==> src/rtl/alu_pkg.sv <==
// Shared opcode encodings and FSM state type for the sequential ALU.
package alu_pkg;

    localparam logic [3:0] OP_ADD  = 4'd0;
    localparam logic [3:0] OP_AND  = 4'd1;
    localparam logic [3:0] OP_OR   = 4'd2;
    localparam logic [3:0] OP_NOR  = 4'd3;
    localparam logic [3:0] OP_SLT  = 4'd4;
    localparam logic [3:0] OP_SLL  = 4'd5;
    localparam logic [3:0] OP_SRL  = 4'd6;
    localparam logic [3:0] OP_SUB  = 4'd7;
    localparam logic [3:0] OP_SLTU = 4'd8;
    localparam logic [3:0] OP_SRA  = 4'd9;
    localparam logic [3:0] OP_XOR  = 4'd10;
    localparam logic [3:0] OP_MULU = 4'd11;
    localparam logic [3:0] OP_DIVU = 4'd12;

    typedef enum logic [1:0] {
        ST_IDLE = 2'd0,
        ST_BUSY = 2'd1,
        ST_DONE = 2'd2
    } alu_state_e;

endpackage

==> src/rtl/alu_muldiv_iter.sv <==
// Iterative unsigned multiply (shift-add) and divide (restoring), one bit per cycle.
// The first iteration runs in the start cycle, so done is high WIDTH-1 cycles after start.
module alu_muldiv_iter #(
    parameter  int WIDTH = 8,
    localparam int CW    = $clog2(WIDTH)
) (
    input  logic             clk,
    input  logic             rst,
    input  logic             start,
    input  logic             is_div,
    input  logic [WIDTH-1:0] a,
    input  logic [WIDTH-1:0] b,
    output logic             done,
    output logic [WIDTH-1:0] hi,
    output logic [WIDTH-1:0] lo
);

    localparam logic [CW-1:0] LAST = CW'(WIDTH - 1);

    logic [WIDTH-1:0] acc_q, mq_q, b_q;
    logic             div_q, running_q;
    logic [CW-1:0]    cnt_q;

    logic [WIDTH-1:0] acc_cur, mq_cur, b_cur;
    logic             div_cur;
    logic [WIDTH:0]   sum, shifted;
    logic [WIDTH-1:0] acc_n, mq_n;

    // Start seeds the step logic straight from the operand ports.
    always_comb begin
        acc_cur = start ? '0     : acc_q;
        mq_cur  = start ? a      : mq_q;
        b_cur   = start ? b      : b_q;
        div_cur = start ? is_div : div_q;
        sum     = {1'b0, acc_cur} + (mq_cur[0] ? {1'b0, b_cur} : '0);
        shifted = {acc_cur, mq_cur[WIDTH-1]};
        acc_n   = sum[WIDTH:1];
        mq_n    = {sum[0], mq_cur[WIDTH-1:1]};
        if (div_cur) begin
            if (shifted >= {1'b0, b_cur}) begin
                acc_n = shifted[WIDTH-1:0] - b_cur;
                mq_n  = {mq_cur[WIDTH-2:0], 1'b1};
            end else begin
                acc_n = shifted[WIDTH-1:0];
                mq_n  = {mq_cur[WIDTH-2:0], 1'b0};
            end
        end
    end

    always_ff @(posedge clk) begin
        if (rst) begin
            acc_q     <= '0;
            mq_q      <= '0;
            b_q       <= '0;
            div_q     <= 1'b0;
            running_q <= 1'b0;
            cnt_q     <= '0;
        end else if (start) begin
            acc_q     <= acc_n;
            mq_q      <= mq_n;
            b_q       <= b;
            div_q     <= is_div;
            running_q <= 1'b1;
            cnt_q     <= '0;
        end else if (running_q) begin
            if (cnt_q == LAST) begin
                running_q <= 1'b0;
            end else begin
                acc_q <= acc_n;
                mq_q  <= mq_n;
                cnt_q <= cnt_q + 1'b1;
            end
        end
    end

    assign done = running_q && (cnt_q == LAST);
    assign hi   = acc_q;
    assign lo   = mq_q;

endmodule

==> src/rtl/alu_seq.sv <==
// Sequential ALU: single-cycle ops plus iterative MULU/DIVU behind a valid/ready pair.
// Handshake: a transfer happens on a clock edge where valid && ready; ready never depends on valid.
module alu_seq
    import alu_pkg::*;
#(
    parameter  int WIDTH = 8,
    localparam int SHW   = $clog2(WIDTH)
) (
    input  logic             clk,
    input  logic             rst,
    input  logic             in_valid,
    output logic             in_ready,
    input  logic [3:0]       op,
    input  logic [WIDTH-1:0] a_in,
    input  logic [WIDTH-1:0] b_in,
    input  logic [SHW-1:0]   shamt,
    output logic             out_valid,
    input  logic             out_ready,
    output logic [WIDTH-1:0] res_lo,
    output logic [WIDTH-1:0] res_hi,
    output logic             zero,
    output logic             ovf,
    output logic             err
);

    localparam logic [SHW:0] WIDTH_EXT = (SHW + 1)'(WIDTH);

    alu_state_e state_q, state_d;

    logic             accept, start_iter, iter_done, big_shift;
    logic [WIDTH-1:0] iter_hi, iter_lo;
    logic [WIDTH-1:0] add_r, sub_r, c_lo, c_hi;
    logic             c_ovf, c_err;

    assign accept     = in_valid && in_ready;
    assign start_iter = accept && ((op == OP_MULU) || (op == OP_DIVU && b_in != '0));
    assign in_ready   = (state_q == ST_IDLE);
    assign out_valid  = (state_q == ST_DONE);

    alu_muldiv_iter #(.WIDTH(WIDTH)) u_iter (
        .clk    (clk),
        .rst    (rst),
        .start  (start_iter),
        .is_div (op == OP_DIVU),
        .a      (a_in),
        .b      (b_in),
        .done   (iter_done),
        .hi     (iter_hi),
        .lo     (iter_lo)
    );

    always_ff @(posedge clk) begin
        if (rst) state_q <= ST_IDLE;
        else     state_q <= state_d;
    end

    always_comb begin
        state_d = state_q;
        case (state_q)
            ST_IDLE: if (accept)    state_d = start_iter ? ST_BUSY : ST_DONE;
            ST_BUSY: if (iter_done) state_d = ST_DONE;
            ST_DONE: if (out_ready) state_d = ST_IDLE;
            default:                state_d = ST_IDLE;
        endcase
    end

    // Single-cycle results; divide-by-zero also resolves here without iterating.
    always_comb begin
        add_r     = a_in + b_in;
        sub_r     = a_in - b_in;
        big_shift = ({1'b0, shamt} >= WIDTH_EXT);
        c_lo      = '0;
        c_hi      = '0;
        c_ovf     = 1'b0;
        c_err     = 1'b0;
        case (op)
            OP_ADD: begin
                c_lo  = add_r;
                c_ovf = (a_in[WIDTH-1] == b_in[WIDTH-1]) && (add_r[WIDTH-1] != a_in[WIDTH-1]);
            end
            OP_SUB: begin
                c_lo  = sub_r;
                c_ovf = (a_in[WIDTH-1] != b_in[WIDTH-1]) && (sub_r[WIDTH-1] != a_in[WIDTH-1]);
            end
            OP_AND:  c_lo = a_in & b_in;
            OP_OR:   c_lo = a_in | b_in;
            OP_NOR:  c_lo = ~(a_in | b_in);
            OP_XOR:  c_lo = a_in ^ b_in;
            OP_SLT:  c_lo = {{(WIDTH-1){1'b0}}, ($signed(a_in) < $signed(b_in))};
            OP_SLTU: c_lo = {{(WIDTH-1){1'b0}}, (a_in < b_in)};
            OP_SLL:  c_lo = big_shift ? '0 : (a_in << shamt);
            OP_SRL:  c_lo = big_shift ? '0 : (a_in >> shamt);
            OP_SRA:  c_lo = big_shift ? {WIDTH{a_in[WIDTH-1]}} : WIDTH'($signed(a_in) >>> shamt);
            OP_DIVU: begin
                c_lo  = '1;
                c_hi  = a_in;
                c_err = 1'b1;
            end
            default: c_err = 1'b1;
        endcase
    end

    always_ff @(posedge clk) begin
        if (rst) begin
            res_lo <= '0;
            res_hi <= '0;
            zero   <= 1'b1;
            ovf    <= 1'b0;
            err    <= 1'b0;
        end else if (state_q == ST_IDLE && accept && !start_iter) begin
            res_lo <= c_lo;
            res_hi <= c_hi;
            zero   <= (c_lo == '0);
            ovf    <= c_ovf;
            err    <= c_err;
        end else if (state_q == ST_BUSY && iter_done) begin
            res_lo <= iter_lo;
            res_hi <= iter_hi;
            zero   <= (iter_lo == '0);
            ovf    <= 1'b0;
            err    <= 1'b0;
        end
    end

endmodule

==> config.mk <==
export PLATFORM = sky130hd
export DESIGN_NAME = alu_seq
export DESIGN_NICKNAME = d
export VERILOG_FILES = /design/src/rtl/alu_pkg.sv /design/src/rtl/alu_muldiv_iter.sv /design/src/rtl/alu_seq.sv
export SDC_FILE = /design/constraint.sdc
export NUM_CORES = 1
export LEC_CHECK = 0
export CAP_MARGIN = 5
export CORE_AREA = 2 2 98 147
export CTS_CLUSTER_SIZE = 30
export DETAILED_ROUTE_END_ITERATION = 16
export DIE_AREA = 0 0 100 149
export DONT_BUFFER_PORTS = 1
export PLACE_DENSITY_LB_ADDON = 0.05
export SYNTH_ARGS = -nofsm -noshare
export SYNTH_HDL_FRONTEND = slang
export SYNTH_SLANG_ARGS = --single-unit
==> constraint.sdc <==
create_clock -name clk -period 11.31 [get_ports clk]
set_clock_uncertainty 0.15 [all_clocks]
set_input_delay 2.262 -clock clk [delete_from_list [all_inputs] [get_ports clk]]
set_output_delay 2.262 -clock clk [all_outputs]
set_load 0.1 [all_outputs]
==> results of run 1 <==
area by class of cell:
cell class / count / area share [%]
sequential: 50 / 18.0
tap: 165 / 3.72
timing repair buffer: 6 / 0.812
clock buffer: 5 / 2.25
multi-input combinational: 574 / 71.9
clock inverter: 3 / 0.879
inverter: 35 / 2.37
metrics by stage:
step	util, %	total power, uW	setup WS (ns)
2_1_floorplan	-	361	5.20
3_3_place_gp	39.0	395	4.71
3_5_place_dp	39.0	395	4.66
4_1_cts	40.2	582	4.97
5_1_grt	40.2	605	4.68
6_report	40.2	577	4.93
metal layers:
metal  track usage, %  part of all wire (%)  up-vias
met4             15.9                   5.8        0
li1                 -                     -     2564
met1             31.4                    37     2626
met2             52.4                    53      160
met5                0                     0        -
met3             2.72                   3.7       53
worst max path at each step:
stage	slack (ns)	startpoint	cells past startpoint	to
2_1_floorplan	5.20	b_in[4]	17	u_iter.hi[1]
3_3_place_gp	4.71	b_in[1]	16	u_iter.hi[6]
3_5_place_dp	4.66	b_in[1]	16	u_iter.hi[6]
4_1_cts	4.97	b_in[4]	16	u_iter.hi[6]
5_1_grt	4.68	b_in[4]	16	u_iter.hi[6]
6_report	4.93	b_in[4]	16	u_iter.hi[6]
placed cells by master (no fill, tap or decap), types with 6 or more instances in the layout:
cell,netlist,routed
nand2b_1,9,9
nand2_1,57,57
o211ai_1,11,11
mux4_2,9,9
nor3_1,24,24
inv_1,34,34
a211o_1,10,10
nor3b_1,7,6
buf_4,1,6
a221oi_1,8,8
and3_1,9,9
ha_1,43,43
nand3_1,25,25
a31oi_1,12,12
mux2i_1,9,9
xnor2_1,15,15
nor2_1,77,75
nand4_1,8,8
or3_1,11,11
xor2_1,6,6
dfxtp_1,50,50
nor2b_1,10,9
a211oi_1,18,18
a21o_1,8,8
a22oi_1,10,10
o21ai_0,29,29
a21oi_1,60,60
kinds of logic (layout without fill, tap and decap cells):
| group | Yosys count | count (layout) |
|---|---|---|
| AOI/OAI and AO/OA | 219 | 219 |
| adders and majority gates | 47 | 47 |
| and+or+nand+nor | 267 | 267 |
| xor gates and xnor gates | 21 | 21 |
| DFF | 50 | 50 |
| muxes | 20 | 20 |
| buffers and inverters | 84 | 49 |
registers in the layout, indices dropped and copies added, names as in the netlist:
register          flops
ovf                   1
u_iter.hi             8
res_lo                8
u_iter.lo             8
res_hi                8
err                   1
zero                  1
u_iter.b_q            8
u_iter.div_q          1
u_iter.running_q      1
state_q               2
u_iter.cnt_q          3
power groups by stage:
stage	Combinational (uW)	Sequential [uW]	Clock, uW
CTS	174	217	190
floorplan	144	217	0
global route	192	218	196
detailed placement	174	221	0
finish	177	217	184
global placement	174	221	0
critical path, delay by kind of cell:
kind / cells / cell delay, ns
adder cells (fa/ha/maj): 2 / 0.69
AND/OR/NAND/NOR: 6 / 1.27
AO/OA/AOI/OAI: 6 / 1.74
buffers and inverters: 2 / 0.45
==> qor.yml, run 1 <==
reg2reg_depth: 15
cp-start-kind: "input pin"
drt-total-wl_mm: 21.0
cts_tree: "built"
holdWs_ns: 0.340
post_drt_via_cell_ratio: 6.45
num-nets-final: 745
hp-start: "u_iter.hi[6]"
yosys.area_share.simple_pct: 25.3
worstPathRequired_ns: 11.37
cts_max_path_buffers: 2
netlist.area_leader.share_pct: 18.8
min_to: "res_hi[6]"
power.density_mw_per_mm2: 104
crit_top_cell: "a21oi_1"
ant_nets: 0
num_rows: 53
cts_buffers: 5
synth_top_cells_by_count: "nor2_1 (77), a21oi_1 (60), nand2_1 (57), dfxtp_1 (50), ha_1 (43)"
cts_resized: 0
peakVddDrop_v: 0.0000837
synth_seq_cells: 50
area_growth_pct: 4.21
fin_crit_sh_pct: 56.4
max_cap_violations: 0
syn_area_per_cell_sq_um: 7.52
setup_viol: 0
coreArea_sq_mm: 0.0138
first_pass_iters: 5
pwr-share-comb_pct: 30.6
post_cts_buffers: 0
synth_area_leaders: "dfxtp_1 (19%), ha_1 (10%), a21oi_1 (5.6%), nor2_1 (5.4%), nand2_1 (4.0%)"
die_area_sq_mm: 0.0149
post-synth-top-count-cell: "nor2_1"
cp_slowest_cell: "or4_1"
multi_input_area_sq_mm: 0.00399
arrival_ns: 6.44
drc: 0
r2r-start: "state_q[0]"
die_height_um: 149
synth_xor_area_share_pct: 3.45
synth-adder-area-share_pct: 11.4
switchingPower_uw: 220
yosys.area.top_type: "dfxtp_1"
critical_path_class: "input pin to flop"
power_frac_seq_pct: 37.6
fin_area_sq_mm: 0.00555
synth-edff-count: 0
synth_warnings: 0
clockRootBuffer: "clkbuf_16"
hold_viol: 0
worstMarginPinSlew_ns: 1.15
routabilityCongestion: 0.923
leakagePower_uw: 0.00213
internal_power_uw: 358
n_fill_cell: 1487
synth_cell_types: 75
clk_pin_slew_ns: 0.07
syn_nets: 781
cts_hold_buf: 0
start_util_pct: 38.6
htree_levels: 2
cp-end-kind: "flop"
hold_path_depth: 2
grt_util_all_layers_pct: 28.4
netlist_instances: 708
clock_power_share_pct: 31.8
reg2reg_slack_ns: 6.67
wl_per_cell_um: 25.0
place_inst: 830
synth-main-ff-cell: "dfxtp_1"
async_flop_share_pct: 0
via_count: 5403
path_cells: "or4_1, o211a_1, nor2_2, buf_4, nor2_1, a21oi_1, inv_1, ha_1, fa_1, nand2_1, a21oi_1, o31a_1, a211oi_1, or3_1, nand3_1, a221oi_1"
cpPeakStageDelay_ns: 0.60
cp_max_fo: 37
max_freq_ghz: 0.157
ys_seq_area_share_pct: 18.8
grt_pass1_vias: 5397
clock_latency_ns: 0.30
syn_area_sq_mm: 0.00533
drive_gt1_share_pct: 6.39
rr_endpoint: "u_iter.hi[6]"
dpl_cell_area_sq_mm: 0.00538
grt_max_degree: 51
status: "finished, final reports clean"
synth.area.mux_share_pct: 5.92
globalRouteOverflowTotal: 0
cts_num_sinks: 50
regArea_sq_mm: 0.00100
slew_headroom_pct: 21.6
drt_iter0_markers: 362
swShare_pct: 38.0
rsz0062_at_grt: "no"
tns_ns: 0
ioPinCount: 48
die_w_um: 100
dp_hpwl_mm: 16.2
slew_violations: 0
antenna_found_initial: 0
period_needed_ns: 6.38
grt_pass1_wl_mm: 32.2
diodes: 0
place.port_buffers: 0
synth_compound_area_share_pct: 28.6
fin_cells: 838
synth_top_family_by_area: "compound AO/OA/AOI/OAI gates"
holdCritPathClass: "flop to flop"
No activity file was read; power rests on OpenSTA's default activity.
==> run 2: changes to the inputs <==
==> constraint.sdc (replaced) <==
create_clock -name clk -period 5.7 [get_ports clk]
set_clock_uncertainty 0.15 [all_clocks]
set_input_delay 1.14 -clock clk [delete_from_list [all_inputs] [get_ports clk]]
set_output_delay 1.14 -clock clk [all_outputs]
set_load 0.1 [all_outputs]
==> run 2 against run 1 <==
  * Sequential share of layout area shrank 0.17 points
  * Cell count increased by 0.84%
  * Sequential power increased by 99%
  * Design area up 0.95%
  * Worst hold slack worse by 0.015 ns
  * Routed wire length is 0.12% lower
  * Via count is 2.7% higher
  * Combinational power grew 99%
  * First-iteration DRC count decreased by 8.3%
  * Die area did not move
  * Highest routed layer unchanged
==> qor.yml, run 2 (synthesis results as in run 1) <==
grt_pass1_wl_mm: 31.9  # -0.99%
final_common_cell: "nor2_1"
final_cell_mix: "nor2_1 (75), a21oi_1 (60), nand2_1 (57), dfxtp_1 (50), ha_1 (43)"
holdWs_ns: 0.325  # -0.0150 ns
clk_pin_slew_ns: 0.07  # about the same
htree_levels: 2  # unchanged
peakVddDrop_v: 0.000184  # +120%
arrival_ns: 4.98  # -1.46 ns
clock_power_share_pct: 31.7  # about the same
setup_viol: 0  # unchanged
place.port_buffers: 0  # unchanged
wl_per_cell_um: 24.8  # -0.95%
place_inst: 837  # +0.84%
globalRouteOverflowTotal: 0  # unchanged
ant_nets: 0  # unchanged
cts_tree: "built"
cts_buffers: 5  # unchanged
via_count: 5547  # +2.7%
cts_hold_buf: 0  # unchanged
dp_slack_ns: 0.527  # -4.13 ns
reg2reg_depth: 15  # unchanged
routabilityCongestion: 0.961  # +4.0%
pwr-share-comb_pct: 30.7  # about the same
cts_num_sinks: 50  # unchanged
min_to: "res_hi[2]"
cp_max_fo: 12  # -68%
drive_gt1_share_pct: 7.35  # +0.96 points
post_drt_via_cell_ratio: 6.56  # +1.8%
holdCritPathClass: "flop to flop"
tns_ns: 0  # unchanged
hold_path_depth: 2  # unchanged
die_height_um: 149  # unchanged
max_freq_ghz: 0.203
worstMarginPinSlew_ns: 1.30  # +0.153 ns
slew_violations: 0  # unchanged
cts_resized: 0  # unchanged
fin_cells: 845  # +0.84%
clockRootBuffer: "clkbuf_16"
max_cap_violations: 0  # unchanged
num-nets-final: 752  # +0.94%
first_pass_iters: 7  # +2
diodes: 0  # unchanged
drc: 0  # unchanged
grt_util_all_layers_pct: 28.0  # -0.45 points
cts_max_path_buffers: 2  # unchanged
drt-total-wl_mm: 20.9  # -0.12%
ioPinCount: 48  # unchanged
critical_path_class: "input pin to flop"
die_w_um: 100  # unchanged
rsz0062_at_grt: "no"
reg2reg_slack_ns: 1.55  # -5.12 ns
post_cts_buffers: 0  # unchanged
antenna_found_initial: 0  # unchanged
status: "finished, final reports clean"
slew_headroom_pct: 11.2  # -10 points
n_fill_cell: 1453  # -2.3%
rr_endpoint: "u_iter.hi[4]"
worstPathRequired_ns: 5.75  # -5.62 ns
switchingPower_uw: 436  # +98%
swShare_pct: 38.0  # -0.048 points
grt_pass1_vias: 5505  # +2.0%
area_growth_pct: 5.19
die_area_sq_mm: 0.0149  # unchanged
internal_power_uw: 711  # +99%
leakagePower_uw: 0.00216  # +1.5%
hold_viol: 0  # unchanged
power.density_mw_per_mm2: 205  # +97%
setup_ws_ns: 0.773  # -4.16 ns
period_needed_ns: 4.93
coreArea_sq_mm: 0.0138  # unchanged
drt_iter0_markers: 332  # -8.3%
start_util_pct: 38.6  # unchanged
fin_crit_sh_pct: 86.4
cp-end-kind: "flop"
hp-start: "u_iter.hi[2]"
grt_max_degree: 51  # unchanged
dp_hpwl_mm: 16.3  # +0.70%
cp-start-kind: "input pin"
r2r-start: "state_q[0]"
clock_latency_ns: 0.30  # about the same
num_rows: 53  # unchanged
power_frac_seq_pct: 37.6  # about the same
run 2: changes by cell type in the layout (fill, tap and decap cells not counted):
cell,delta
buf_4,+7
run 2: how the worst max path moves through the flow:
| stage | startpoint | end | slack [ns] | depth (start not counted) |
|---|---|---|---|---|
| finish | b_in[4] | u_iter.hi[6] | 0.77 | 13 |
| global route | b_in[4] | u_iter.hi[7] | 0.49 | 14 |
| CTS | b_in[4] | u_iter.hi[6] | 0.80 | 13 |
| detailed placement | b_in[4] | u_iter.hi[6] | 0.53 | 13 |
| global placement | b_in[4] | u_iter.hi[6] | 0.56 | 13 |
| floorplan | b_in[4] | u_iter.hi[1] | 0.71 | 17 |
run 2: through the flow:
step	total power (uW)	util, %	cell area [sq um]
3_3_place_gp	784	39.4	5430
5_1_grt	1190	40.6	5600
3_5_place_dp	784	39.4	5430
2_1_floorplan	716	-	5330
4_1_cts	1150	40.6	5600
6_report	1150	40.6	5600
run 2: critical path: stages:
cell and delay (ns):
or4_1 0.60, o211a_1 0.29, nor2_2 0.37, nor2_1 0.08, a21oi_1 0.41, ha_1 0.40, a21o_1 0.25, a211o_1 0.30
o211ai_1 0.13, o211ai_2 0.17, nor2_1 0.39, a21boi_0 0.16, a221oi_1 0.28
run 2: layout make-up:
type	count	area (sq um)	area share (%)
inverter	35	131	2.35
multi-input combinational	574	3990	71.3
sequential	50	1000	17.9
timing repair buffer	13	97.6	1.74
tap	165	206	3.69
clock buffer	5	125	2.23
clock inverter	3	48.8	0.871
run 2: metal layers:
layer / up-vias / track usage, % / wire length (um)
met4: 0 / 18.2 / 1460
met2: 208 / 51.5 / 11000
met3: 75 / 2.44 / 821
li1: 2572 / - / -
met1: 2692 / 30.1 / 7650
met5: - / 0 / 0
run 2: power groups by stage:
| stage | logic [uW] | clock network, uW | registers [uW] |
|---|---|---|---|
| 6_report | 352 | 364 | 431 |
| 5_1_grt | 382 | 379 | 432 |
| 4_1_cts | 347 | 370 | 431 |
| 3_5_place_dp | 345 | 0 | 439 |
| 3_3_place_gp | 345 | 0 | 439 |
| 2_1_floorplan | 286 | 0 | 430 |
